### config.mk
export PLATFORM = sky130hd
export DESIGN_NAME = atm_keypad_frontend
export DESIGN_NICKNAME = d
export VERILOG_FILES = /design/src/rtl/atm_pkg.sv /design/src/rtl/atm_digit_accum.sv /design/src/rtl/atm_keypad_frontend.sv
export SDC_FILE = /design/constraint.sdc
export NUM_CORES = 1
export LEC_CHECK = 0
export ABC_AREA = 1
export CORE_MARGIN = 10
export CORE_UTILIZATION = 58
export DETAILED_ROUTE_END_ITERATION = 16
export PLACE_DENSITY = 0.85
export SLEW_MARGIN = 20
export SYNTH_ARGS = -nofsm -noshare
export SYNTH_HDL_FRONTEND = slang
export SYNTH_SLANG_ARGS = --single-unit
### constraint.sdc
create_clock -name clk -period 2.8 [get_ports clk]
set_input_delay 0.42 -clock clk [delete_from_list [all_inputs] [get_ports clk]]
set_output_delay 0.42 -clock clk [all_outputs]
set_load 0.01 [all_outputs]
### src/rtl/atm_pkg.sv
// rtl/atm_pkg.sv - shared key codes, front-end state encoding and transaction codes
package atm_pkg;

  localparam logic [3:0] KEY_ENTER    = 4'hA;
  localparam logic [3:0] KEY_CLEAR    = 4'hB;
  localparam logic [3:0] KEY_CANCEL   = 4'hC;
  localparam logic [3:0] KEY_BALANCE  = 4'hD;
  localparam logic [3:0] KEY_WITHDRAW = 4'hE;
  localparam logic [3:0] KEY_IGNORE   = 4'hF;

  typedef enum logic [2:0] {
    ST_IDLE         = 3'd0,
    ST_PIN_ENTRY    = 3'd1,
    ST_MENU         = 3'd2,
    ST_AMOUNT_ENTRY = 3'd3,
    ST_WAIT_REMOVE  = 3'd4
  } fe_state_t;

  localparam logic [1:0] TXN_NONE     = 2'b00;
  localparam logic [1:0] TXN_BALANCE  = 2'b01;
  localparam logic [1:0] TXN_WITHDRAW = 2'b10;

  function automatic logic is_digit(input logic [3:0] code);
    return code <= 4'd9;
  endfunction

endpackage

### src/rtl/atm_digit_accum.sv
// rtl/atm_digit_accum.sv - decimal digit to binary accumulator with count, clear and overflow reject
module atm_digit_accum
  import atm_pkg::*;
#(
  parameter int MAX_DIGITS = 4
) (
  input  logic        clk,
  input  logic        reset,
  input  logic        clear,
  input  logic        push,
  input  logic [3:0]  digit,
  output logic [15:0] value,
  output logic [2:0]  count,
  output logic        full
);

  assign full = (count == 3'(MAX_DIGITS));

  // acc*10 as shift-add; MAX_DIGITS<=4 keeps the result within 16 bits
  always_ff @(posedge clk or posedge reset) begin
    if (reset) begin
      value <= '0;
      count <= '0;
    end else if (clear) begin
      value <= '0;
      count <= '0;
    end else if (push && !full) begin
      value <= (value << 3) + (value << 1) + 16'(digit);
      count <= count + 3'd1;
    end
  end

endmodule

### src/rtl/atm_keypad_frontend.sv
// rtl/atm_keypad_frontend.sv - keypad/card front end; optional inactivity timeout via ATM_KEYPAD_TIMEOUT_EN
module atm_keypad_frontend
  import atm_pkg::*;
#(
  parameter int          PIN_DIGITS     = 4,
  parameter logic [23:0] STORED_PIN     = 24'h001234,
  parameter int          AMT_DIGITS     = 4,
  parameter int          MAX_ATTEMPTS   = 3,
  parameter int          TIMEOUT_CYCLES = 1_000_000
) (
  input  logic        clk,
  input  logic        reset,
  input  logic        card_present,
  input  logic        key_valid,
  input  logic [3:0]  key_code,
  output logic        card_inserted,
  output logic        pin_entered,
  output logic        pin_correct,
  output logic        txn_valid,
  output logic [1:0]  transaction_choice,
  output logic [15:0] amount,
  output logic [2:0]  digit_count,
  output logic        key_error,
  output logic        locked,
  output logic        cancelled,
  output logic        timeout,
  output logic [2:0]  fe_state
);

  localparam int PW = 4 * PIN_DIGITS;
  localparam logic [PW-1:0] PIN_REF = STORED_PIN[PW-1:0];

  fe_state_t state_q, state_d;
  logic          card_q;
  logic [PW-1:0] pin_buf_q, pin_buf_d;
  logic [2:0]    pin_cnt_q, pin_cnt_d;
  logic [1:0]    attempts_q, attempts_d, attempts_nxt;
  logic          locked_d;
  logic [1:0]    choice_d;
  logic [15:0]   amount_d;
  logic          ci_d, pe_d, pc_d, tv_d, ke_d, ca_d, to_d;
  logic          acc_clear, acc_push, acc_full;
  logic [15:0]   acc_value;
  logic [2:0]    acc_count;
  logic          pin_full, pin_match, tmo_hit;

  atm_digit_accum #(.MAX_DIGITS(AMT_DIGITS)) u_amount (
    .clk   (clk),
    .reset (reset),
    .clear (acc_clear),
    .push  (acc_push),
    .digit (key_code),
    .value (acc_value),
    .count (acc_count),
    .full  (acc_full)
  );

  assign pin_full     = (pin_cnt_q == 3'(PIN_DIGITS));
  assign pin_match    = (pin_buf_q == PIN_REF);
  assign attempts_nxt = attempts_q + 2'd1;
  // Each count is zeroed whenever its state is left, so at most one is non-zero
  assign digit_count  = pin_cnt_q | acc_count;
  assign fe_state     = state_q;

`ifdef ATM_KEYPAD_TIMEOUT_EN
  logic [31:0] idle_cnt;
  logic        timed_state;
  assign timed_state = (state_q == ST_PIN_ENTRY) || (state_q == ST_MENU) ||
                       (state_q == ST_AMOUNT_ENTRY);
  assign tmo_hit = timed_state && (idle_cnt == 32'(TIMEOUT_CYCLES - 1));

  always_ff @(posedge clk or posedge reset) begin
    if (reset)                                             idle_cnt <= '0;
    else if (key_valid || state_d != state_q || !timed_state) idle_cnt <= '0;
    else                                                   idle_cnt <= idle_cnt + 32'd1;
  end
`else
  assign tmo_hit = 1'b0;
`endif

  always_comb begin
    state_d    = state_q;
    pin_buf_d  = pin_buf_q;
    pin_cnt_d  = pin_cnt_q;
    attempts_d = attempts_q;
    locked_d   = locked;
    choice_d   = transaction_choice;
    amount_d   = amount;
    {ci_d, pe_d, pc_d, tv_d, ke_d, ca_d, to_d} = '0;
    acc_clear  = 1'b0;
    acc_push   = 1'b0;

    if (state_q != ST_IDLE && !card_present) begin
      state_d    = ST_IDLE;
      pin_buf_d  = '0;
      pin_cnt_d  = '0;
      attempts_d = '0;
      locked_d   = 1'b0;
      choice_d   = TXN_NONE;
      amount_d   = '0;
      acc_clear  = 1'b1;
    end else if (tmo_hit) begin
      state_d   = ST_WAIT_REMOVE;
      to_d      = 1'b1;
      pin_buf_d = '0;
      pin_cnt_d = '0;
      acc_clear = 1'b1;
    end else begin
      case (state_q)
        ST_IDLE: if (card_present && !card_q) begin
          state_d    = ST_PIN_ENTRY;
          ci_d       = 1'b1;
          pin_buf_d  = '0;
          pin_cnt_d  = '0;
          attempts_d = '0;
          locked_d   = 1'b0;
          choice_d   = TXN_NONE;
          amount_d   = '0;
          acc_clear  = 1'b1;
        end
        ST_PIN_ENTRY: if (key_valid) begin
          if (is_digit(key_code)) begin
            if (pin_full) ke_d = 1'b1;
            else begin
              pin_buf_d = PW'({pin_buf_q, key_code});
              pin_cnt_d = pin_cnt_q + 3'd1;
            end
          end else begin
            case (key_code)
              KEY_ENTER: if (!pin_full) ke_d = 1'b1;
              else begin
                pe_d      = 1'b1;
                pc_d      = pin_match;
                pin_buf_d = '0;
                pin_cnt_d = '0;
                if (pin_match) state_d = ST_MENU;
                else begin
                  attempts_d = attempts_nxt;
                  if (attempts_nxt == 2'(MAX_ATTEMPTS)) begin
                    locked_d = 1'b1;
                    state_d  = ST_WAIT_REMOVE;
                  end
                end
              end
              KEY_CLEAR: begin
                pin_buf_d = '0;
                pin_cnt_d = '0;
              end
              KEY_CANCEL: begin
                ca_d      = 1'b1;
                state_d   = ST_WAIT_REMOVE;
                pin_buf_d = '0;
                pin_cnt_d = '0;
              end
              KEY_BALANCE, KEY_WITHDRAW: ke_d = 1'b1;
              default: ;
            endcase
          end
        end
        ST_MENU: if (key_valid) begin
          case (key_code)
            KEY_BALANCE: begin
              tv_d     = 1'b1;
              choice_d = TXN_BALANCE;
              amount_d = '0;
              state_d  = ST_WAIT_REMOVE;
            end
            KEY_WITHDRAW: begin
              state_d   = ST_AMOUNT_ENTRY;
              acc_clear = 1'b1;
            end
            KEY_CANCEL: begin
              ca_d    = 1'b1;
              state_d = ST_WAIT_REMOVE;
            end
            KEY_IGNORE: ;
            default: ke_d = 1'b1;
          endcase
        end
        ST_AMOUNT_ENTRY: if (key_valid) begin
          if (is_digit(key_code)) begin
            if (acc_full) ke_d = 1'b1;
            else          acc_push = 1'b1;
          end else begin
            case (key_code)
              KEY_ENTER: if (acc_value == 16'd0) ke_d = 1'b1;
              else begin
                tv_d      = 1'b1;
                choice_d  = TXN_WITHDRAW;
                amount_d  = acc_value;
                state_d   = ST_WAIT_REMOVE;
                acc_clear = 1'b1;
              end
              KEY_CLEAR: acc_clear = 1'b1;
              KEY_CANCEL: begin
                ca_d      = 1'b1;
                state_d   = ST_WAIT_REMOVE;
                acc_clear = 1'b1;
              end
              KEY_BALANCE, KEY_WITHDRAW: ke_d = 1'b1;
              default: ;
            endcase
          end
        end
        default: ;
      endcase
    end
  end

  always_ff @(posedge clk or posedge reset) begin
    if (reset) begin
      state_q            <= ST_IDLE;
      // Preset high so a card left in across reset is not seen as a new insertion
      card_q             <= 1'b1;
      pin_buf_q          <= '0;
      pin_cnt_q          <= '0;
      attempts_q         <= '0;
      locked             <= 1'b0;
      transaction_choice <= TXN_NONE;
      amount             <= '0;
      card_inserted      <= 1'b0;
      pin_entered        <= 1'b0;
      pin_correct        <= 1'b0;
      txn_valid          <= 1'b0;
      key_error          <= 1'b0;
      cancelled          <= 1'b0;
      timeout            <= 1'b0;
    end else begin
      state_q            <= state_d;
      card_q             <= card_present;
      pin_buf_q          <= pin_buf_d;
      pin_cnt_q          <= pin_cnt_d;
      attempts_q         <= attempts_d;
      locked             <= locked_d;
      transaction_choice <= choice_d;
      amount             <= amount_d;
      card_inserted      <= ci_d;
      pin_entered        <= pe_d;
      pin_correct        <= pc_d;
      txn_valid          <= tv_d;
      key_error          <= ke_d;
      cancelled          <= ca_d;
      timeout            <= to_d;
    end
  end

endmodule

=== Yosys cells after proc, flatten, opt, wreduce, memory -nomap -nowiden ===
Index checks and enable logic that the tools add are counted.

* Multiply operators: 0
* Reductions and logical operators: 23
* Muxes and demuxes: 122
* Order comparisons: 1
* Add/sub/neg operators: 5
* Equality and inequality tests: 35
* Shifts and indexed selects: 0
* Bitwise logic cells: 1
* Div/mod/pow operators: 0

{| class="wikitable"
|+ Operators with widths
! operator !! count
|-
| $mux W16 || 15
|-
| $pmux W16 S2 || 2
|-
| $mux W3 || 19
|-
| $mux W1 || 55
|-
| $pmux W16 S3 || 1
|-
| $ne A3 B3 Y1 const B || 13
|-
| $pmux W3 S2 || 5
|-
| $mux W2 || 14
|-
| $eq A4 B4 Y1 const B || 6
|-
| $ne A4 B4 Y1 const B || 5
|-
| $add A16 B16 Y16 || 1
|-
| $add A16 B4 Y16 || 1
|-
| $eq A16 B13 Y1 const B || 1
|-
| $logic_not A16 Y1 || 1
|-
| $reduce_and A8 Y1 || 2
|-
| $ne A5 B5 Y1 const B || 3
|-
| $reduce_and A13 Y1 || 1
|-
| $pmux W1 S2 || 6
|-
| $pmux W3 S4 || 1
|-
| $reduce_or A2 Y1 || 4
|-
| $reduce_and A7 Y1 || 1
|-
| $add A3 B1 Y3 const B || 2
|-
| $eq A3 B2 Y1 const B || 2
|-
| $eq A3 B3 Y1 const B || 2
|-
| other kinds (18) || 24
|}

* Bits in latches: 0
* Input port bits: 8
* Word-level logic and storage cells: 203
* Memories: 0
* Bits in writable memories: 0
* Output and inout bits: 32
* Bits in read-only memories: 0
* Register bits after elaboration: 69

=== Depth between registers and ports, before layout ===
* Depth in word-level cells: 10
* Mapped depth: 12
* Mapped depth without buffers: 12

=== Modules after synthesis ===
Synthesis repeated with hierarchy kept, for this count alone.

* Cells, all modules: 608
* Area, all modules: 4359.2 um^2

{| class="wikitable"
|+ Modules (own cells, without submodules)
! module !! seq. area each (um^2) !! cells each !! instances !! area an instance (um^2)
|-
| atm_keypad_frontend || 1252.5 || 354 || 1 || 2593.7
|-
| atm_digit_accum || 475.5 || 254 || 1 || 1765.4
|}

=== Worst setup path before layout ===
No wires, ideal clock.

* Path type: input -> register
* From: in key_code[3]
* To: reg u_amount.value[10]
* Arrival: 1969 ps
* Path slack: 712 ps
* Stages on the path: 10
* Path buffers: 0
* Required time: 2681 ps
* Library setup time: 119 ps
* Cells stage by stage: fa_1 fa_1 nand3_1 nand2_1 nand3_1 nand2_1 nand2_1 nand3_1 nand3_1 nand2_1

* Word-level cells in the longest chain between the ends: 8
* Elaborated cells on any way between the ends: 22
* Those cells by class: add/sub (1); order compare (1); eq/ne (4); mux (13); reduce/logical (3)

{| class="wikitable"
|+ RTL lines
! item !! RTL line !! RTL
|-
| from (decl) || atm_keypad_frontend.sv:15 || <nowiki>input logic [3:0] key_code,</nowiki>
|-
| $eq A4 B4 Y1 || atm_keypad_frontend.sv:185 || <nowiki>case (key_code)</nowiki>
|-
| $reduce_or A2 Y1 (no source line) || - ||
|-
| $pmux W1 S2 || atm_keypad_frontend.sv:185 ||
|-
| $mux W1 || atm_keypad_frontend.sv:181 || <nowiki>if (is_digit(key_code)) begin</nowiki>
|-
| $mux W1 || atm_keypad_frontend.sv:180 || <nowiki>ST_AMOUNT_ENTRY: if (key_valid) begin</nowiki>
|-
| $pmux W1 S3 || atm_keypad_frontend.sv:109 || <nowiki>case (state_q)</nowiki>
|-
| $mux W1 || atm_keypad_frontend.sv:93 || <nowiki>if (state_q != ST_IDLE && !card_present) begin</nowiki>
|-
| $mux W16 / $reduce_bool A2 Y1 (equally long branches) || - ||
|-
| to (signal assigned) || atm_digit_accum.sv:28 || <nowiki>value <= (value << 3) + (value << 1) + 16'(digit);</nowiki>
|-
| to (decl) || atm_digit_accum.sv:12 || <nowiki>output logic [15:0] value,</nowiki>
|}

Several ways; a longest one is shown, not always the timed one. The select of a mux whose other input is x is not followed.
A chain may end at the register's enable or synchronous reset.

=== Final worst setup path ===
Same ends and word-level chain as after synthesis.

==> impl_summary.log <==
[metrics] quantity of I/O buffers inserted on ports: 38
[metrics] setup tns final: 0 ps
[metrics] worst endpoint data arrival time: 2670 ps
[metrics] max-cap violation count: 0
[metrics] pin count of the biggest net entering global routing: 33
[metrics] global-route wire length before repair: 19.5 mm
[metrics] Post-CTS Setup Inserts: 0
[metrics] type of origin of the critical path: input port
[metrics] chip height: 108 um
[metrics] final critical-path share of the clock period: 0.865
[metrics] nets: 673
[metrics] post-cts hold buffer count: 0
[metrics] total power per unit cell area: 566 mW/mm^2
[metrics] signed area change from the synthesized netlist to the final layout: 16.6%
[metrics] number of warnings reported in the yosys synthesis log: 0
[metrics] top library cells by usage in the layout, fill and taps aside: nand2_1, dfrtp_1, inv_1, nor2_1, clkdlybuf4s50_1
[metrics] area enclosed by the die boundary: 0.0117 sq mm
[metrics] number of design-rule violations left by the first detailed-router iteration: 300
[metrics] Setup-failing EPs final: 0
[metrics] post-cts repair resize count: 0
[metrics] worst vdd rail ir drop: 0.000388 V
[metrics] number of standard cells in the layout, taps in and fillers out: 739
[metrics] post-synthesis area per instance: 7.76 sq um
[metrics] gp weighted congestion: 0.941
[metrics] worst setup path category: in2reg
[metrics] aggregate global-route resource usage: 0.205
[metrics] slew of the pin with the lowest slew margin: 517 ps
[metrics] slew margin rel.: 0.653
[metrics] row count: 32
[metrics] Final Critical Period: 2420 ps
[metrics] post-detailed-routing wire length: 11.7 mm
[metrics] final HPWL from detailed placement: 8.69 mm
[metrics] total gr overflow: 0
[metrics] number of H-tree levels: 3
[metrics] post-synthesis instance area: 0.00453 sq mm
[metrics] most frequent standard cell in the layout excluding fill and tap cells: nand2_1
[metrics] sequence of cells on the critical path: clkdlybuf4s50_1, fa_1, fa_1, nand3_1, nand2_1, nand3_1, nand2_1, nand2_1, nand3_1, nand3_1, nand2_1
[metrics] Hold Vio Cnt, Final: 0
[metrics] FF+latch count, synth: 69
[metrics] share of final-layout standard cells stronger than drive strength 1: 0.141
[metrics] worst endpoint required time: 3050 ps
[metrics] number of vias per cell: 5.55
[metrics] Max stage delay cell, worst path: fa_1
[metrics] crit-path max FO: 4
[metrics] effective utilization at floorplan: 0.592
[metrics] number of slew-limit violations in the final report: 0
[metrics] Peak Freq: 413 MHz
[metrics] clk_skew: 11.3 ps
[metrics] CTS tree: done
[metrics] combined buffer and inverter count along the critical path: 1
[metrics] Routed WL per cell: 15.8 um
[metrics] Die W: 108 um
[metrics] leakage component of the power: 0.00277 uW
[metrics] proportion of synthesized chip area in sequential cells: 0.381
[metrics] number of vias after detailed routing: 4104
[metrics] core area: 0.00765 sq mm
[metrics] Netlist cell types: 38
[metrics] sinks on the clock net: 69
[metrics] Storage cell area: 0.00173 sq mm
[metrics] number of optimization iterations in the first detailed-route pass: 5
[metrics] HP Class: in2async
[metrics] nets in the synthesized netlist: 625
[metrics] DR DRC count: 0
[metrics] result of the run: completed
[metrics] critical path endpoint category: flip-flop
[metrics] total I/O pin count: 40
[metrics] via count of the first global-routing pass: 4024
[metrics] dominant delay contributor by cell family on the critical path: adder cells
[metrics] area occupied by multi-input gates: 0.00246 sq mm
[metrics] CTS clk-pin slew, worst paths: 80 ps
[metrics] delay of the slowest critical-path stage: 560 ps
[metrics] clock tree buffer depth: 2
[metrics] Placed Cells incl. Taps: 723
[metrics] clock latency of the later-clocked register in the worst-skew pair: 360 ps
[metrics] number of standard cells after synthesis: 584
[metrics] final-layout fill cell count: 630
[metrics] setup repair after global routing missed its margin: false
[metrics] antenna violations before repair: 0
[metrics] DRT antenna net count: 0
[metrics] Clock Tree Root: clkbuf_8
[metrics] cts bufs inserted: 9
[metrics] antenna diode count: 0
[final cells by class]
cell class                 count  area share
clock buffer                  10      0.0261
tap                          102      0.0242
multi-input combinational    437       0.465
timing repair buffer          48      0.0933
clock inverter                 6      0.0163
sequential                    69       0.327
inverter                      67      0.0478
[synthesized netlist by cell type, drive strengths merged]
| cell | instances | area, sq um |
|---|---|---|
| nand2 | 190 | 746 |
| fa | 2 | 40.0 |
| o21ai | 49 | 362 |
| nor3 | 3 | 15.0 |
| a21o | 1 | 7.51 |
| inv | 65 | 244 |
| nor2 | 53 | 226 |
| a21boi | 1 | 7.51 |
| o21bai | 1 | 7.51 |
| a211oi | 1 | 7.51 |
| xor2 | 6 | 52.6 |
| nor4 | 1 | 6.26 |
| buf | 11 | 92.6 |
| nand3 | 42 | 250 |
| nand3b | 2 | 15.0 |
| conb | 1 | 3.75 |
| nand4 | 26 | 178 |
| dfstp | 1 | 26.3 |
| a21oi | 20 | 100 |
| clkinv | 2 | 8.75 |
| o21a | 1 | 7.51 |
| ha | 31 | 388 |
| dfrtp | 68 | 1700 |
| or2 | 6 | 37.5 |
[kinds of logic after synthesis]
| kind of cell | share of synthesized area |
|---|---|
| simple gates | 0.325 |
| fa+ha+maj | 0.0944 |
| xor+xnor | 0.0116 |
| flops | 0.381 |
| compound gates | 0.110 |
| other cells | 0.000828 |
| buf+inv | 0.0762 |
[power breakdown]
part           switching (uW)  internal [uW]  total, uW
registers                54.4           1050       1100
clock network             422            524        946
logic                     626            314        940
total                    1100           1890       2990
[per-stage QoR]
| stage | setup slack, ps | hold slack, ps | instance area (sq um) | util | power [uW] |
|---|---|---|---|---|---|
| 3_5_place_dp | 62.5 | 467 | 5060 | 0.661 | 2060 |
| 3_3_place_gp | 133 | 455 | 5060 | 0.661 | 2030 |
| 5_1_grt | 197 | 439 | 5280 | 0.691 | 3130 |
| 4_1_cts | 411 | 404 | 5280 | 0.691 | 2980 |
| 6_report | 379 | 380 | 5280 | 0.691 | 2990 |
| 2_1_floorplan | 642 | 424 | 4530 | - | 1810 |
[final timing paths]
path | end | cells after the start | from | slack (ps)
min in group clk | amount[5]$_DFFE_PP0P_ | 2 | amount[5]$_DFFE_PP0P_ | 490
setup reg to reg | u_amount.value[10]$_DFFE_PP0P_ | 10 | u_amount.value[0]$_DFFE_PP0P_ | 480
hold / removal | amount[4]$_DFFE_PP0P_ | 2 | reset | 380
hold reg to reg | amount[5]$_DFFE_PP0P_ | 2 | amount[5]$_DFFE_PP0P_ | 490
setup / recovery | u_amount.value[10]$_DFFE_PP0P_ | 11 | key_code[3] | 380
max in group asynchronous | card_q$_DFF_PP1_ | 3 | reset | 1710
[layer usage]
layer | vias up | routed length [um] | GRT usage | share of wire
li1 | 1996 | - | - | -
met1 | 1965 | 5130 | 0.268 | 0.44
met3 | 21 | 718 | 0.0440 | 0.062
met2 | 122 | 5630 | 0.334 | 0.48
met4 | 0 | 164 | 0.0593 | 0.014
met5 | - | 0 | 0 | 0
[flip-flops by register name, summed over array words and instances, names as in the netlist, 2 cells and up]
name	count
u_amount.value	16
pin_cnt_q	3
attempts_q	2
fe_state	3
pin_buf_q	16
amount	16
transaction_choice	2
u_amount.count	3
Power figures use the tool's default switching activity.
